**config.mk**
```make
export PLATFORM = sky130hd
export DESIGN_NAME = digit_entry
export DESIGN_NICKNAME = d
export VERILOG_FILES = /design/src/rtl/digit_entry.sv
export SDC_FILE = /design/constraint.sdc
export NUM_CORES = 1
export LEC_CHECK = 0
export CAP_MARGIN = 20
export CORE_MARGIN = 8
export CORE_UTILIZATION = 31
export DETAILED_ROUTE_END_ITERATION = 10
export SLEW_MARGIN = 15
export SYNTH_ARGS = -nofsm -noshare
export SYNTH_HDL_FRONTEND = slang
export SYNTH_SLANG_ARGS = --single-unit
```
**constraint.sdc**
```tcl
create_clock -name clk -period 1.9 [get_ports clk]
set_clock_uncertainty 0.2 [all_clocks]
set_input_delay 0.285 -clock clk [delete_from_list [all_inputs] [get_ports clk]]
set_output_delay 0.285 -clock clk [all_outputs]
set_load 0.05 [all_outputs]
```
**src/rtl/digit_entry.sv**
```systemverilog
// rtl/digit_entry.sv - keypad digit accumulator with valid/ack hand-off (optional DIGIT_ENTRY_BACKSPACE_EN)
module digit_entry #(
    parameter int NDIG = 4
) (
    input  logic                        clk,
    input  logic                        rst,
    input  logic [4:0]                  digito,
    input  logic                        cambio_digito,
    input  logic                        out_ack,
    output logic [4*NDIG-1:0]           valor,
    output logic [$clog2(NDIG+1)-1:0]   ndig,
    output logic                        out_valid,
    output logic                        overflow,
    output logic                        key_event
);

    localparam int NW = $clog2(NDIG + 1);
    localparam logic [NW-1:0] NDIG_MAX = NW'(NDIG);
    localparam logic [NW-1:0] NDIG_ONE = NW'(1);

    localparam logic [4:0] KEY_BACK  = 5'h0D;
    localparam logic [4:0] KEY_ENTER = 5'h0E;
    localparam logic [4:0] KEY_CLEAR = 5'h0F;

    typedef enum logic [1:0] {
        EMPTY = 2'd0,
        ENTRY = 2'd1,
        DONE  = 2'd2
    } state_t;

    state_t state, state_n;

    logic s1, s2, s3;
    logic evt;
    logic is_digit;

    logic [4*NDIG-1:0] valor_n;
    logic [NW-1:0]     ndig_n;
    logic              out_valid_n;
    logic              overflow_n;
    logic              key_event_n;

    // Toggle synchronizer plus history flop; any difference between s2 and s3 is one key.
    always_ff @(posedge clk or posedge rst) begin
        if (rst) begin
            s1 <= 1'b0;
            s2 <= 1'b0;
            s3 <= 1'b0;
        end else begin
            s1 <= cambio_digito;
            s2 <= s1;
            s3 <= s2;
        end
    end

    // digito is sampled directly: the slow scanner keeps it stable long before s2 flips.
    assign evt      = s2 ^ s3;
    assign is_digit = (digito < 5'd10);

    // State and output registers.
    always_ff @(posedge clk or posedge rst) begin
        if (rst) begin
            state     <= EMPTY;
            valor     <= '0;
            ndig      <= '0;
            out_valid <= 1'b0;
            overflow  <= 1'b0;
            key_event <= 1'b0;
        end else begin
            state     <= state_n;
            valor     <= valor_n;
            ndig      <= ndig_n;
            out_valid <= out_valid_n;
            overflow  <= overflow_n;
            key_event <= key_event_n;
        end
    end

    // Next-state logic: key decoding per state, ack hand-off out of DONE.
    always_comb begin
        state_n     = state;
        valor_n     = valor;
        ndig_n      = ndig;
        out_valid_n = out_valid;
        overflow_n  = overflow;
        key_event_n = 1'b0;

        case (state)
            EMPTY: begin
                if (evt && is_digit) begin
                    valor_n      = '0;
                    valor_n[3:0] = digito[3:0];
                    ndig_n       = NDIG_ONE;
                    key_event_n  = 1'b1;
                    state_n      = ENTRY;
                end
            end

            ENTRY: begin
                if (evt) begin
                    if (is_digit) begin
                        if (ndig < NDIG_MAX) begin
                            valor_n      = valor << 4;
                            valor_n[3:0] = digito[3:0];
                            ndig_n       = ndig + NDIG_ONE;
                            key_event_n  = 1'b1;
                        end else begin
                            overflow_n = 1'b1;
                        end
                    end else if (digito == KEY_CLEAR) begin
                        valor_n     = '0;
                        ndig_n      = '0;
                        overflow_n  = 1'b0;
                        key_event_n = 1'b1;
                        state_n     = EMPTY;
                    end else if (digito == KEY_ENTER) begin
                        out_valid_n = 1'b1;
                        key_event_n = 1'b1;
                        state_n     = DONE;
`ifdef DIGIT_ENTRY_BACKSPACE_EN
                    end else if (digito == KEY_BACK) begin
                        valor_n     = valor >> 4;
                        ndig_n      = ndig - NDIG_ONE;
                        overflow_n  = 1'b0;
                        key_event_n = 1'b1;
                        if (ndig == NDIG_ONE) begin
                            state_n = EMPTY;
                        end
`endif
                    end
                end
            end

            DONE: begin
                // Key events are dropped here, including one that coincides with the ack.
                if (out_ack) begin
                    out_valid_n = 1'b0;
                    valor_n     = '0;
                    ndig_n      = '0;
                    overflow_n  = 1'b0;
                    state_n     = EMPTY;
                end
            end

            default: begin
                state_n     = EMPTY;
                valor_n     = '0;
                ndig_n      = '0;
                out_valid_n = 1'b0;
                overflow_n  = 1'b0;
            end
        endcase
    end

endmodule

```
Word level (Yosys, flattened, before mapping)
Cells that the tools add are included.
{"block": "classes", "addsub": 1, "magnitude_cmp": 2, "n_eq_ne": 14, "n_mux": 39, "n_bitwise": 2, "reduce_logical": 6}
{"operator": "$mux 16", "count": 6}
{"operator": "$pmux 16 s3", "count": 1}
{"operator": "$mux 3", "count": 6}
{"operator": "$mux 1", "count": 15}
{"operator": "$reduce_and 5->1", "count": 3}
{"operator": "$mux 2", "count": 6}
{"operator": "$ne 2x2->1 const B", "count": 6}
{"operator": "$ne 3x3->1 const B", "count": 4}
{"operator": "$eq 5x4->1 const B", "count": 2}
{"operator": "$pmux 3 s3", "count": 1}
{"operator": "$pmux 1 s3", "count": 2}
{"operator": "$pmux 2 s3", "count": 1}
{"operator": "$reduce_and 6->1", "count": 1}
{"operator": "$lt 5x4->1 const B", "count": 1}
{"operator": "$add 3x1->3 const B", "count": 1}
{"operator": "$lt 3x3->1 const B", "count": 1}
{"operator": "$eq 2x1->1 const B", "count": 1}
{"operator": "$eq 2x2->1 const B", "count": 1}
{"operator": "$logic_not 2->1", "count": 1}
{"operator": "$pmux 1 s2", "count": 1}
{"operator": "$logic_and 1x1->1", "count": 1}
{"operator": "$not 1->1", "count": 1}
{"operator": "$xor 1x1->1", "count": 1}
{"block": "word_totals", "regBits": 27, "in_bits": 9, "output_inout_bits": 22, "elab_cells": 73}

Logic depth before layout (Yosys ltp)
{"block": "depth", "word_depth": 6, "depth_mapped": 6, "depth_no_buf": 4}

Worst setup path before layout
No wires, ideal clock.
{"block": "synth_timing", "kind": "reg-to-reg", "startpoint": "reg ndig[2]", "endpoint": "reg valor[12]", "setup_time_ps": 82, "t_arrival_ps": 1796, "required_time_ps": 1618, "path_slack_ps": -178, "path_stages_with_launch": 7, "path_buffers": 2, "period_less_slack_ps": 2078, "path_cell_list": "dfrtp_1 -> buf_2 -> or3b_1 -> nor4_4 -> buf_2 -> nand2_1 -> a31oi_1"}
{"block": "synth_between", "elab_chain_len": 3}
{"element": "start, declared", "line": "11", "rtl": "output logic [$clog2(NDIG+1)-1:0] ndig,"}
{"element": "start signal, assigned", "line": "72", "rtl": "ndig <= ndig_n;"}
{"element": "$lt 3x3->1", "line": "102", "rtl": "if (ndig < NDIG_MAX) begin"}
{"element": "$ne 3x3->1 (no line)"}
{"element": "$reduce_and 5->1 (no line)"}
{"element": "end signal, assigned", "line": "71", "rtl": "valor <= valor_n;"}
{"element": "end, declared", "line": "10", "rtl": "output logic [4*NDIG-1:0] valor,"}
Every way passes these cells.
A chain may end at the register's enable or synchronous reset.

Final worst setup path
{"block": "layout_timing", "startpoint": "in digito[2]", "endpoint": "reg valor[10]"}
{"block": "layout_between", "elab_chain_len": 4, "word_cells_on_any_way": 10, "classes_between": "order compare: 1; eq/ne: 4; mux: 3; reduce/logical: 2"}
{"element": "start, declared", "line": "7", "rtl": "input logic [4:0] digito,"}
{"element": "$lt 5x4->1", "line": "58", "rtl": "assign is_digit = (digito < 5'd10);"}
{"element": "$mux 16 or $logic_and 1x1->1 (tied branches)", "line": "101, 90"}
{"element": "$mux 16 or $ne 2x2->1 (tied branches)"}
{"element": "$pmux 16 s3 or $reduce_and 5->1 (tied branches)"}
Parallel ways exist; a longest one is shown, timed or not. The select of a mux whose other input is x is not followed.

==> results.txt <==
----------------------------------------------------
[Floorplanning]
  Die Width ... roughly 81 µm
  Number of standard-cell rows in the floorplan ... 23
  Number of top-level pins ... 31
  Starting Density ... 32.4%
  Floorplan die area ... roughly 6500 µm²
  Chip height ... between 80 and 90 µm
  Core outline area ... between 4000 and 5000 µm²

[Timing]
  Final hold violations ... 0
  Max-slew violation total from the final report ... 0
  Aggregate negative setup slack ... 0 ns
  F_max ... around 540 MHz
  Worst Max-Slew Pin Slew ... ~0.35 ns
  Final setup violation count ... 0
  Max-slew headroom at the worst pin ... 76.8%
  Final worst-path cycle share ... a little over nine tenths
  Min Clock Period, post-route ... between 1.5 and 2 ns
  Final WS setup ... between 0.04 and 0.05 ns
  Post-route worst hold slack ... 0.149 ns

[Place]
  Placed cells ... between 200 and 250
  Post-placement setup slack ... -0.258 ns
  Weighted congestion reported at the end of routability-driven placement ... ~0.77
  Count of buffers from port buffering ... 30
  Estimated wirelength of the detail-placed design ... between 2000 and 2500 µm

[Global routing]
  Via count of the first global-routing pass ... 1184
  Maximum number of pins on one net before global-route repair ... 28
  Sum of overflow across all layers after global routing ... 0
  Antenna violations before repair ... 0
  Tot GR Track Use ... roughly a tenth
  First-pass GRT wire length ... about 5500 µm

[Clock tree]
  Cts hold-fix bufs ... 0
  TritonCTS clock tree ... built
  Clock input transition at the sequential cells of the worst setup and hold paths ... 0.10 ns
  CTS H-tree lvls ... 1
  Clock latency on the worst-skew pair ... between 0.2 and 0.3 ns
  Number of buffers created by CTS ... 3
  Cell chosen for the clock root ... clkbuf_8
  TritonCTS sink count ... 27
  Maximum number of buffers from clock root to sink ... 2

[Cells and area]
  Count of fill cells added during filler insertion ... 391
  Leading cell types in the layout, fill and taps excluded ... 45 x buf_4, 25 x dfrtp_1, 18 x a21oi_1, 17 x nand2_1, 17 x a31oi_1
  Layout cell share with drive strength beyond 1 ... between 30% and 40%
  Most common cell after layout, fill and taps aside ... buf_4
  Layout net count ... slightly below 200
  Multi-input combinational cell area ... 572 µm²
  Layout-stage area growth over the synthesis result ... 43.7%
  Register Area ... 678 µm²
  Finished Layout Cells ... about 230
  Diodes inserted ... 0

[Power and ir drop]
  Clock network power share ... 13.9%
  Leakage power figure ... about 0.00083 µW
  VDD IR max ... slightly below 700 µV
  Switch share ... around 47%
  Overall power of the completed layout ... 2480 µW
  Portion of total power attributed to combinational logic ... roughly half
  Cell internal pwr ... roughly 1300 µW
  Net Switching ... ~1200 µW
  Sequential share of power ... between 30% and 40%
  PD cells ... approximately 1300 nW/µm²

[Detailed routing]
  Average vias per placed instance ... approximately 5.3
  Number of violations reported at the end of detailed-routing iteration 0 ... roughly 60
  Number of iterations in the first detailed-routing pass ... 4
  DRC viols ... 0
  Final ANT Viol Nets ... 0
  Total number of vias ... 1232
  Total detailed-routing wirelength ... around 3500 µm
  Routed length per instance ... about 15 µm

[Critical path]
  Startpoint type of the worst setup path ... input pin
  Critical path fanouts, max ... 5
  CP endpoint kind ... flip-flop
  End of the worst register-to-register path ... valor[14]
  Length in cells of the worst reg-to-reg path ... 5
  Arrival time at the worst endpoint ... ~1.8 ns
  Endpoint required time on the critical path ... 1.86 ns
  Slack of the worst reg-to-reg path ... 0.11 ns
  Timing startpoint of the critical path ... digito[2]
  Capturing instance or port of the critical path ... valor[10]
  Worst flop-to-flop path startpoint ... state[1]
  WS Path Type ... in2reg

[Logic synthesis]
  Post-synthesis sequential area ratio ... 51.8%
  Number of enable flip-flop cells after synthesis ... 0
  Cells taking the most area after synthesis ... dfrtp_1 52%, a31oi_1 8.2%, a21oi_1 6.9%
  Mapped Avg Cell Area ... 10.1 µm²
  Flop and latch count out of synthesis ... 27
  Area share of the largest cell type after synthesis ... between 50% and 60%
  Yosys Warn Count ... 0
  Async S/R FF share, synth ... 100%
  Post-synthesis net count ... between 100 and 150
  Number of distinct standard cells referenced by the synthesized netlist ... 35
  Main flop type after synthesis ... dfrtp_1
  Synthesized instance count ... between 100 and 150
  Largest area contributor in the netlist ... dfrtp_1
  Area of the mapped netlist ... between 1000 and 1500 µm²

[Status]
  Result of the run ... finished clean

[Flow run]
  Max-cap violations ... 0

[Min path]
  Hold Path Class ... in2async

----------------------------------------------------
cell usage after synthesis (2+ instances only):
cell type and n:
nand2b_1 2, nor3_1 2, a21o_1 2, nor2_1 2, inv_1 4, buf_2 5, dfrtp_1 27, nand4_1 2
o31ai_1 2, clkbuf_1 2, o21ai_0 4, a21oi_1 18, a31oi_1 17, a41oi_1 2, nand2_1 17, nand3_1 2
final cells by class:
cell class | count | area share (%)
sequential | 27 | 36.2
multi-input combinational | 90 | 30.5
timing repair buffer | 57 | 26.5
tap | 50 | 3.34
clock buffer | 3 | 2.20
inverter | 4 | 0.802
clock inverter | 1 | 0.401
power by group through the flow:
stage,registers [µW],clock network [µW],logic (µW)
after floorplan,1380,0,322
after global placement,889,0,1230
after detailed placement,894,0,1240
after CTS,884,354,1240
after global routing,916,369,1320
final,885,346,1250
logic make-up (layout without fill, tap and decap cells):
group | Yosys count | after routing | share of synthesized area [%]
AO/OA/AOI/OAI | 53 | 53 | 26.7
AND/OR/NAND/NOR | 34 | 34 | 14.6
flip-flops | 27 | 27 | 51.8
buffers and inverters | 12 | 65 | 4.51
adder cells (fa/ha/maj) | 1 | 1 | 0.960
XOR/XNOR | 1 | 1 | 0.672
multiplexers | 1 | 1 | 0.768
flip-flops by register name (all words and copies together) (netlist names):
name / cells
key_event: 1
valor: 16
s3: 1
ndig: 3
s1: 1
state: 2
out_valid: 1
overflow: 1
s2: 1
routing by layer:
| layer | share of wire (%) | up-vias | routed length (µm) | GRT usage (%) |
|---|---|---|---|---|
| li1 | - | 594 | - | - |
| met1 | 45 | 607 | 1590 | 12.9 |
| met2 | 50 | 26 | 1740 | 17.8 |
| met3 | 2.9 | 5 | 102 | 1.43 |
| met4 | 2.2 | 0 | 78 | 6.43 |
| met5 | 0 | - | 0 | 0 |
critical path: stages:
cell             delay [ns]
clkdlybuf4s50_1        0.46
o21a_4                 0.23
o31a_1                 0.28
a211oi_4               0.17
buf_4                  0.17
clkbuf_16              0.14
a31oi_1                0.08
through the flow:
stage	utilization [%]	instance area, µm²
floorplan	-	1320
global placement	43.9	1770
detailed placement	43.9	1770
CTS	45.1	1820
global route	46.5	1870
finish	46.5	1870
repair_timing:
action	CTS	global route
gates resized for setup	0	2
hold endpoints to repair	0	0
endpoints found under the setup margin	0	9
buffers inserted	0	2
worst min-delay path by stage:
stage             startpoint        to  slack [ns]  cells past startpoint
2_1_floorplan  cambio_digito        s1        0.12                      0
3_3_place_gp              s1        s2        0.14                      0
3_5_place_dp              s1        s2        0.14                      0
4_1_cts                  rst   ndig[0]        0.16                      3
5_1_grt                   s1        s2        0.18                      0
6_report                 rst  valor[9]        0.15                      3
No activity file was read; power rests on OpenSTA's default activity.
